`src/rtl/shift_pkg.sv`:
```
// Shared definitions for the universal shift register: operation codes
// and the width of the mode field.
package shift_pkg;

  localparam int MODE_W = 3;

  typedef enum logic [MODE_W-1:0] {
    MODE_HOLD = 3'd0,
    MODE_SHL  = 3'd1,
    MODE_SHR  = 3'd2,
    MODE_ROL  = 3'd3,
    MODE_ROR  = 3'd4,
    MODE_LOAD = 3'd5,
    MODE_CLR  = 3'd6,
    MODE_RSVD = 3'd7
  } mode_e;

endpackage

```
`src/rtl/shift_frame_counter.sv`:
```
// Frame counter for the universal shift register. Counts shift/rotate
// operations and emits a registered one-cycle frame_done pulse on the edge
// that completes every WIDTH-th operation. clr restarts the frame.
module shift_frame_counter #(
  parameter int WIDTH = 8
) (
  input  logic clk,
  input  logic rst_n,
  input  logic clr,
  input  logic inc,
  output logic frame_done
);

  localparam int CNT_W = (WIDTH > 1) ? $clog2(WIDTH) : 1;
  localparam logic [CNT_W-1:0] CNT_MAX = CNT_W'(WIDTH - 1);

  logic [CNT_W-1:0] cnt_q, cnt_d;
  logic             frame_done_q, frame_done_d;

  // Next count: restart on clr, advance on inc, wrap and pulse at the last bit.
  always_comb begin
    cnt_d        = cnt_q;
    frame_done_d = 1'b0;
    if (clr) begin
      cnt_d = '0;
    end else if (inc) begin
      if (cnt_q == CNT_MAX) begin
        cnt_d        = '0;
        frame_done_d = 1'b1;
      end else begin
        cnt_d = cnt_q + CNT_W'(1);
      end
    end
  end

  // Counter and pulse registers; reset clears them without waiting for clk.
  always_ff @(posedge clk or negedge rst_n) begin
    if (!rst_n) begin
      cnt_q        <= '0;
      frame_done_q <= 1'b0;
    end else begin
      cnt_q        <= cnt_d;
      frame_done_q <= frame_done_d;
    end
  end

  assign frame_done = frame_done_q;

endmodule

```
`src/rtl/shift_register_universal.sv`:
```
// Universal shift register: shift left/right, rotate left/right, parallel
// load and clear, with a frame counter pulsing after every WIDTH
// shift/rotate operations. All outputs come straight from flops.
module shift_register_universal
  import shift_pkg::*;
#(
  parameter int               WIDTH     = 8,
  parameter logic [WIDTH-1:0] RESET_VAL = {WIDTH{1'b0}}
) (
  input  logic              clk,
  input  logic              rst_n,
  input  logic              en,
  input  logic [MODE_W-1:0] mode,
  input  logic              sin_r,
  input  logic              sin_l,
  input  logic [WIDTH-1:0]  pdata_in,
  output logic [WIDTH-1:0]  pdata_out,
  output logic              sout_msb,
  output logic              sout_lsb,
  output logic              frame_done
);

  mode_e            mode_sel;
  logic [WIDTH-1:0] data_q, data_d;
  logic             cnt_clr, cnt_inc;

  assign mode_sel = mode_e'(mode);

  // Mode mux: next register contents for the selected operation.
  always_comb begin
    data_d = data_q;
    if (en) begin
      case (mode_sel)
        MODE_SHL:  data_d = {data_q[WIDTH-2:0], sin_r};
        MODE_SHR:  data_d = {sin_l, data_q[WIDTH-1:1]};
        MODE_ROL:  data_d = {data_q[WIDTH-2:0], data_q[WIDTH-1]};
        MODE_ROR:  data_d = {data_q[0], data_q[WIDTH-1:1]};
        MODE_LOAD: data_d = pdata_in;
        MODE_CLR:  data_d = '0;
        default:   data_d = data_q;
      endcase
    end
  end

  // Counter control: load/clear restart the frame, shifts/rotates advance it.
  always_comb begin
    cnt_clr = 1'b0;
    cnt_inc = 1'b0;
    if (en) begin
      case (mode_sel)
        MODE_LOAD, MODE_CLR: cnt_clr = 1'b1;
        MODE_SHL, MODE_SHR, MODE_ROL, MODE_ROR: cnt_inc = 1'b1;
        default: ;
      endcase
    end
  end

  // Data register; asynchronous reset to RESET_VAL.
  always_ff @(posedge clk or negedge rst_n) begin
    if (!rst_n) begin
      data_q <= RESET_VAL;
    end else begin
      data_q <= data_d;
    end
  end

  shift_frame_counter #(
    .WIDTH (WIDTH)
  ) u_frame_counter (
    .clk        (clk),
    .rst_n      (rst_n),
    .clr        (cnt_clr),
    .inc        (cnt_inc),
    .frame_done (frame_done)
  );

  assign pdata_out = data_q;
  assign sout_msb  = data_q[WIDTH-1];
  assign sout_lsb  = data_q[0];

endmodule

```
`config.mk`:
```
export PLATFORM = sky130hd
export DESIGN_NAME = shift_register_universal
export DESIGN_NICKNAME = d
export VERILOG_FILES = /design/src/rtl/shift_pkg.sv /design/src/rtl/shift_frame_counter.sv /design/src/rtl/shift_register_universal.sv
export SDC_FILE = /design/constraint.sdc
export NUM_CORES = 1
export LEC_CHECK = 0
export ABC_AREA = 0
export ABC_CLOCK_PERIOD_IN_PS = 1400
export CAP_MARGIN = 20
export CORE_AREA = 2 2 52 54
export CTS_BUF_LIST = sky130_fd_sc_hd__clkbuf_4 sky130_fd_sc_hd__clkbuf_8
export DETAILED_ROUTE_END_ITERATION = 16
export DIE_AREA = 0 0 54 56
export GPL_ROUTABILITY_DRIVEN = 0
export GPL_TIMING_DRIVEN = 1
export PLACE_DENSITY = 0.69
export SLEW_MARGIN = 10
export SYNTH_ARGS = -nofsm -noshare
export SYNTH_HDL_FRONTEND = slang
export SYNTH_SLANG_ARGS = --single-unit
```
`constraint.sdc`:
```
create_clock -name clk -period 1.4 [get_ports clk]
set_input_delay 0.28 -clock clk [delete_from_list [all_inputs] [get_ports clk]]
set_output_delay 0.28 -clock clk [all_outputs]
set_load 0.02 [all_outputs]
```
* Yosys cells after proc, flatten, opt, wreduce, memory -nomap -nowiden
Cells that the tools add are included.
** Storage, ports and cells
- Logic and storage cells :: 27
- Output and inout bits :: 11
- Register bits after elaboration :: 12
- Bits of input ports :: 16
** Operators by class
- Reductions and logical operators :: 5
- Eq/ne operators :: 7
- Add/sub/neg operators :: 1
- Mux-type cells :: 11
** Operator list (number)
- case mux 8 bit (6 select lines) :: 1
- equality test 3 bit, second input constant :: 4
- 2-to-1 mux 3 bit :: 3
- 2-to-1 mux 1 bit :: 7
- equality test 3 x 2 -> 1 bit, second input constant :: 2
- nonzero test 6 bit :: 1
- OR reduction 4 bit :: 1
- adder 3 x 1 -> 3 bit, second input constant :: 1
- equality test 3 x 1 -> 1 bit, second input constant :: 1
- AND reduction 2 bit :: 1
- nonzero test 2 bit :: 1
- OR reduction 2 bit :: 1

* Depth between registers and ports, before layout
- Depth after elaboration :: 6
- Mapped depth :: 6
- Gate-level depth less buffers :: 6

* Hierarchy
From an unflattened synthesis, not the netlist that was laid out.
** Second synthesis, totals
- Cells, all modules :: 84
- Area total of the unflattened synthesis :: 772.0 sq um
** By module, submodules not included
- shift_register_universal :: instances 1, cells each 69, sequential area each 200.2 sq um, area each 588.1 sq um
- shift_frame_counter :: instances 1, cells each 15, sequential area each 100.1 sq um, area each 183.9 sq um

* Least setup slack after synthesis
Ideal clock, no wire load.
- Path type :: register to register
- From :: register u_frame_counter.cnt_q[0]
- To :: register u_frame_counter.cnt_q[2]
- Required time :: 1.255 ns
- Period minus slack after synthesis :: 1.390 ns
- Path buffers :: 0
- Setup time :: 0.145 ns
- Slack :: 0.010 ns
- Arrival time :: 1.246 ns
- Cell stages (with the launch flop) :: 6
- Cells stage by stage :: dfrtp_1 ha_1 ha_1 a32o_1 nand2_1 o221ai_1
** On the way
- Word-level cells in the longest chain between the ends :: 4
- Elaborated cells on any way between the ends :: 5
- Classes of those cells :: add/sub: 1; eq/ne: 1; mux: 3
** RTL lines
- start: declaration :: line shift_frame_counter.sv:17 : logic [CNT_W-1:0] cnt_q, cnt_d;
- start signal: assignment :: line shift_frame_counter.sv:42 : cnt_q <= cnt_d;
- adder 3 x 1 -> 3 bit / equality test 3 bit (equally long branches) :: line shift_frame_counter.sv:31, shift_frame_counter.sv:27
- 2-to-1 mux 3 bit * :: line shift_frame_counter.sv:27 : if (cnt_q == CNT_MAX) begin
- 2-to-1 mux 3 bit * :: line shift_frame_counter.sv:26 : end else if (inc) begin
- 2-to-1 mux 3 bit * :: line shift_frame_counter.sv:24 : if (clr) begin
Every way passes the cells marked *; elsewhere a longest branch is shown, timed or not. The select of a mux whose other input is x is not followed.
A chain may end at the register's enable or synchronous reset.

* Worst setup path in the final report
- From :: input mode[1]
- To :: register data_q[5] (netlist: pdata_out[5])
** On the way
- Word-level cells in the longest chain between the ends :: 3
- Elaborated cells on any way between the ends :: 9
- Classes of those cells :: eq/ne: 6; mux: 1; reduce/logical: 2
** RTL lines
- start: declaration :: line shift_register_universal.sv:13 : input logic [MODE_W-1:0] mode,
- equality test 3 x 1 -> 1 bit, or another cell as far along :: line shift_register_universal.sv:33 : case (mode_sel)
- nonzero test 6 bit (no line)
- AND reduction 2 bit (no line)
- end signal: assignment :: line shift_register_universal.sv:63 : data_q <= data_d;
- end: declaration :: line shift_register_universal.sv:24 : logic [WIDTH-1:0] data_q, data_d;
Parallel ways exist; a longest one is shown, timed or not.

==> results.ini <==
[logic_synthesis]
syn-num-nets=131
ys_top_cells_by_count=14 x nand2_1, 12 x dfrtp_1, 12 x o21ai_1, 8 x a21oi_1, 8 x nor2_1
synth.most_common_cell=nand2_1
async_flop_share_pct=100
ys_seq_elements=12
synth-seq-area-share_pct=31.3
synth_area_leader_cell=dfrtp_1
synth_area_um2=960
yosys.area.top_type_share_pct=31.3
syn_inst=113
yosysUniqueCellTypes=34
syn_area_per_cell_um2=8.49
synth_area_leaders=dfrtp_1 31%, mux2i_1 7.3%, o21ai_1 6.3%
yosysWarningCount=0
synth_edf_count=0
ys.flop_type=dfrtp_1

[cells_and_area]
syn2layout_area_growth_pct=52.8
fin_util_pct=60.3
multi_input_area_um2=617
drive_gt1_share_pct=24.4
ff_latch_area_um2=300
diodes=0
instances_no_fill=190
finalNetCount=180
n_fill_cell=227

[clock_tree]
ctsHoldBuffers=0
cts_root_buffer=clkbuf_4
htree_levels=1
cts.sinks=12
clockBufferDepth=2
worstSkewPairLatency_ns=0.27
cts_buffers=3
cts_tree=yes
cts.clk_slew.worst_paths_ns=0.08

[power_and_ir_drop]
pwr_density_cell_nw_per_um2=1030
ir_drop_mv=0.831
cellLeakagePower_nw=0.669
finalPower_mw=1.51

[timing]
setup_violations=0
slew_violations=0
hold_violations=0
tightest_slew_ns=0.307
hold-worst-slack_ns=0.314
relSlewSlack_pct=79.4
fmax_mhz=733
post-route-min-period_ns=1.37
min_period_over_period_pct=97.5
skew_ns=0.00658

[floorplan]
die_area_um2=3020
dieHeight_um=56
start_util_pct=39.5
coreArea_um2=2430
rows=18
ios=27
fp.dieW_um=54

[detailed_routing]
num_vias=1067
ant_nets=0
post_drt_wl_per_cell_um=14.6
vias_per_cell=5.62
drc=0
drt_iter0_drc=29
dr.pass1.iters=4
wirelength_um=2770

[hold_path]
hp-class=in2async

[critical_path]
crit_family=simple AND/OR/NAND/NOR gates
cp_slowest_cell=clkdlybuf4s50_1
slowest_delay_ns=0.41
crit_fanout=13
cp_num_buf_inv=2
startpoint=mode[1]
crit_chain=clkdlybuf4s50_1 > buf_6 > or3_4 > nand3_2 > o21ai_1
crit_type=in2reg
r2r_start=u_frame_counter.cnt_q[1]
start_kind=input port
endpoint_kind=register
worstPathArrival_ns=1.51
worst-endpoint-required_ns=1.55

[grt]
grt_max_degree=16
grt_pass1_vias=1013
grt_use_total_pct=19.1
antenna_found_initial=0
grt_pass1_wl_um=4440
overflow=0

[placed_design]
portBuffers=26
place_inst=183
dp_hpwl_um=2030

[status]
status=finished clean

[flow_run]
maxCapViolCount=0

[metrics by stage]
stage          setup WS (ns)  setup TNS (ns)  cell area [µm²]
2_1_floorplan        0.00979               0              960
4_1_cts               0.0247               0             1410
3_5_place_dp          -0.351           -3.79             1390
6_report              0.0348               0             1470
3_3_place_gp          -0.332           -3.67             1390
5_1_grt            -0.000477       -0.000477             1470
[timing repair]
item	4_1_cts	5_1_grt
pin swaps	2	1
gates resized for setup	15	5
endpoints found under the setup margin	22	8
setup buffers	1	2
gates cloned	0	1
[where the power goes]
part           switching, mW  total [mW]  internal [mW]
registers             0.0749       0.498          0.423
logic                  0.384       0.803          0.419
clock network          0.113       0.212         0.0993
[sequential cells by signal, summed over array words and instances (netlist names)]
name and count:
u_frame_counter.cnt_q 3, u_frame_counter.frame_done 1, pdata_out 8
[worst register-to-register path, stage by stage, from the launching register on]
cell      delay [ns]
dfrtp_1         0.41
ha_4            0.18
ha_4            0.23
a32o_1          0.23
nand2_1         0.07
o221ai_2        0.07
[area by class of cell]
class                      count  share of cell area (%)
clock buffer                   3                    1.54
inverter                       5                    1.28
multi-input combinational     86                    42.1
sequential                    12                    20.5
tap                           30                    2.56
timing repair buffer          54                    32.1
[logic make-up after synthesis]
logic type	count (synthesis)	synth area share (%)
multiplexers	8	8.47
adder cells (fa/ha/maj)	3	3.65
flip-flops	12	31.3
AO/OA/AOI/OAI	41	29.3
buffers and inverters	16	9.52
AND/OR/NAND/NOR	33	17.7
[routing by layer]
metal	global-route usage (%)	vias to the layer above	wire length, µm
met5	0	-	0
met3	2.96	5	185
met1	22.6	511	1130
met2	34.8	35	1420
met4	4.29	0	33
li1	-	516	-
[final timing paths]
check,end,slack [ns],depth (start not counted)
worst min register to register,pdata_out[7],0.60,2
min in group clk,pdata_out[7],0.60,2
worst max-delay path,pdata_out[5],0.03,5
worst min-delay path,pdata_out[2],0.31,2
max in group asynchronous,u_frame_counter.cnt_q[2],0.92,2
worst max register to register,u_frame_counter.cnt_q[2],0.08,5
[cells in the final DEF (no fill, tap or decap), types with 2 or more instances in the layout]
master | Yosys | routed
a21oi_1 | 8 | 8
clkbuf_4 | 0 | 3
nand2_1 | 14 | 14
a31oi_1 | 2 | 2
dlygate4sd2_1 | 0 | 13
o21ai_1 | 12 | 12
nand2b_1 | 2 | 2
a22oi_1 | 3 | 3
a221o_1 | 5 | 5
nor2_1 | 8 | 8
dfrtp_1 | 12 | 12
clkdlybuf4s50_1 | 0 | 13
a32o_1 | 3 | 3
o221ai_1 | 3 | 2
inv_1 | 5 | 5
mux2i_1 | 7 | 7
buf_4 | 3 | 26
ha_4 | 0 | 2
Note: power is estimated with default switching activity, not from simulation.
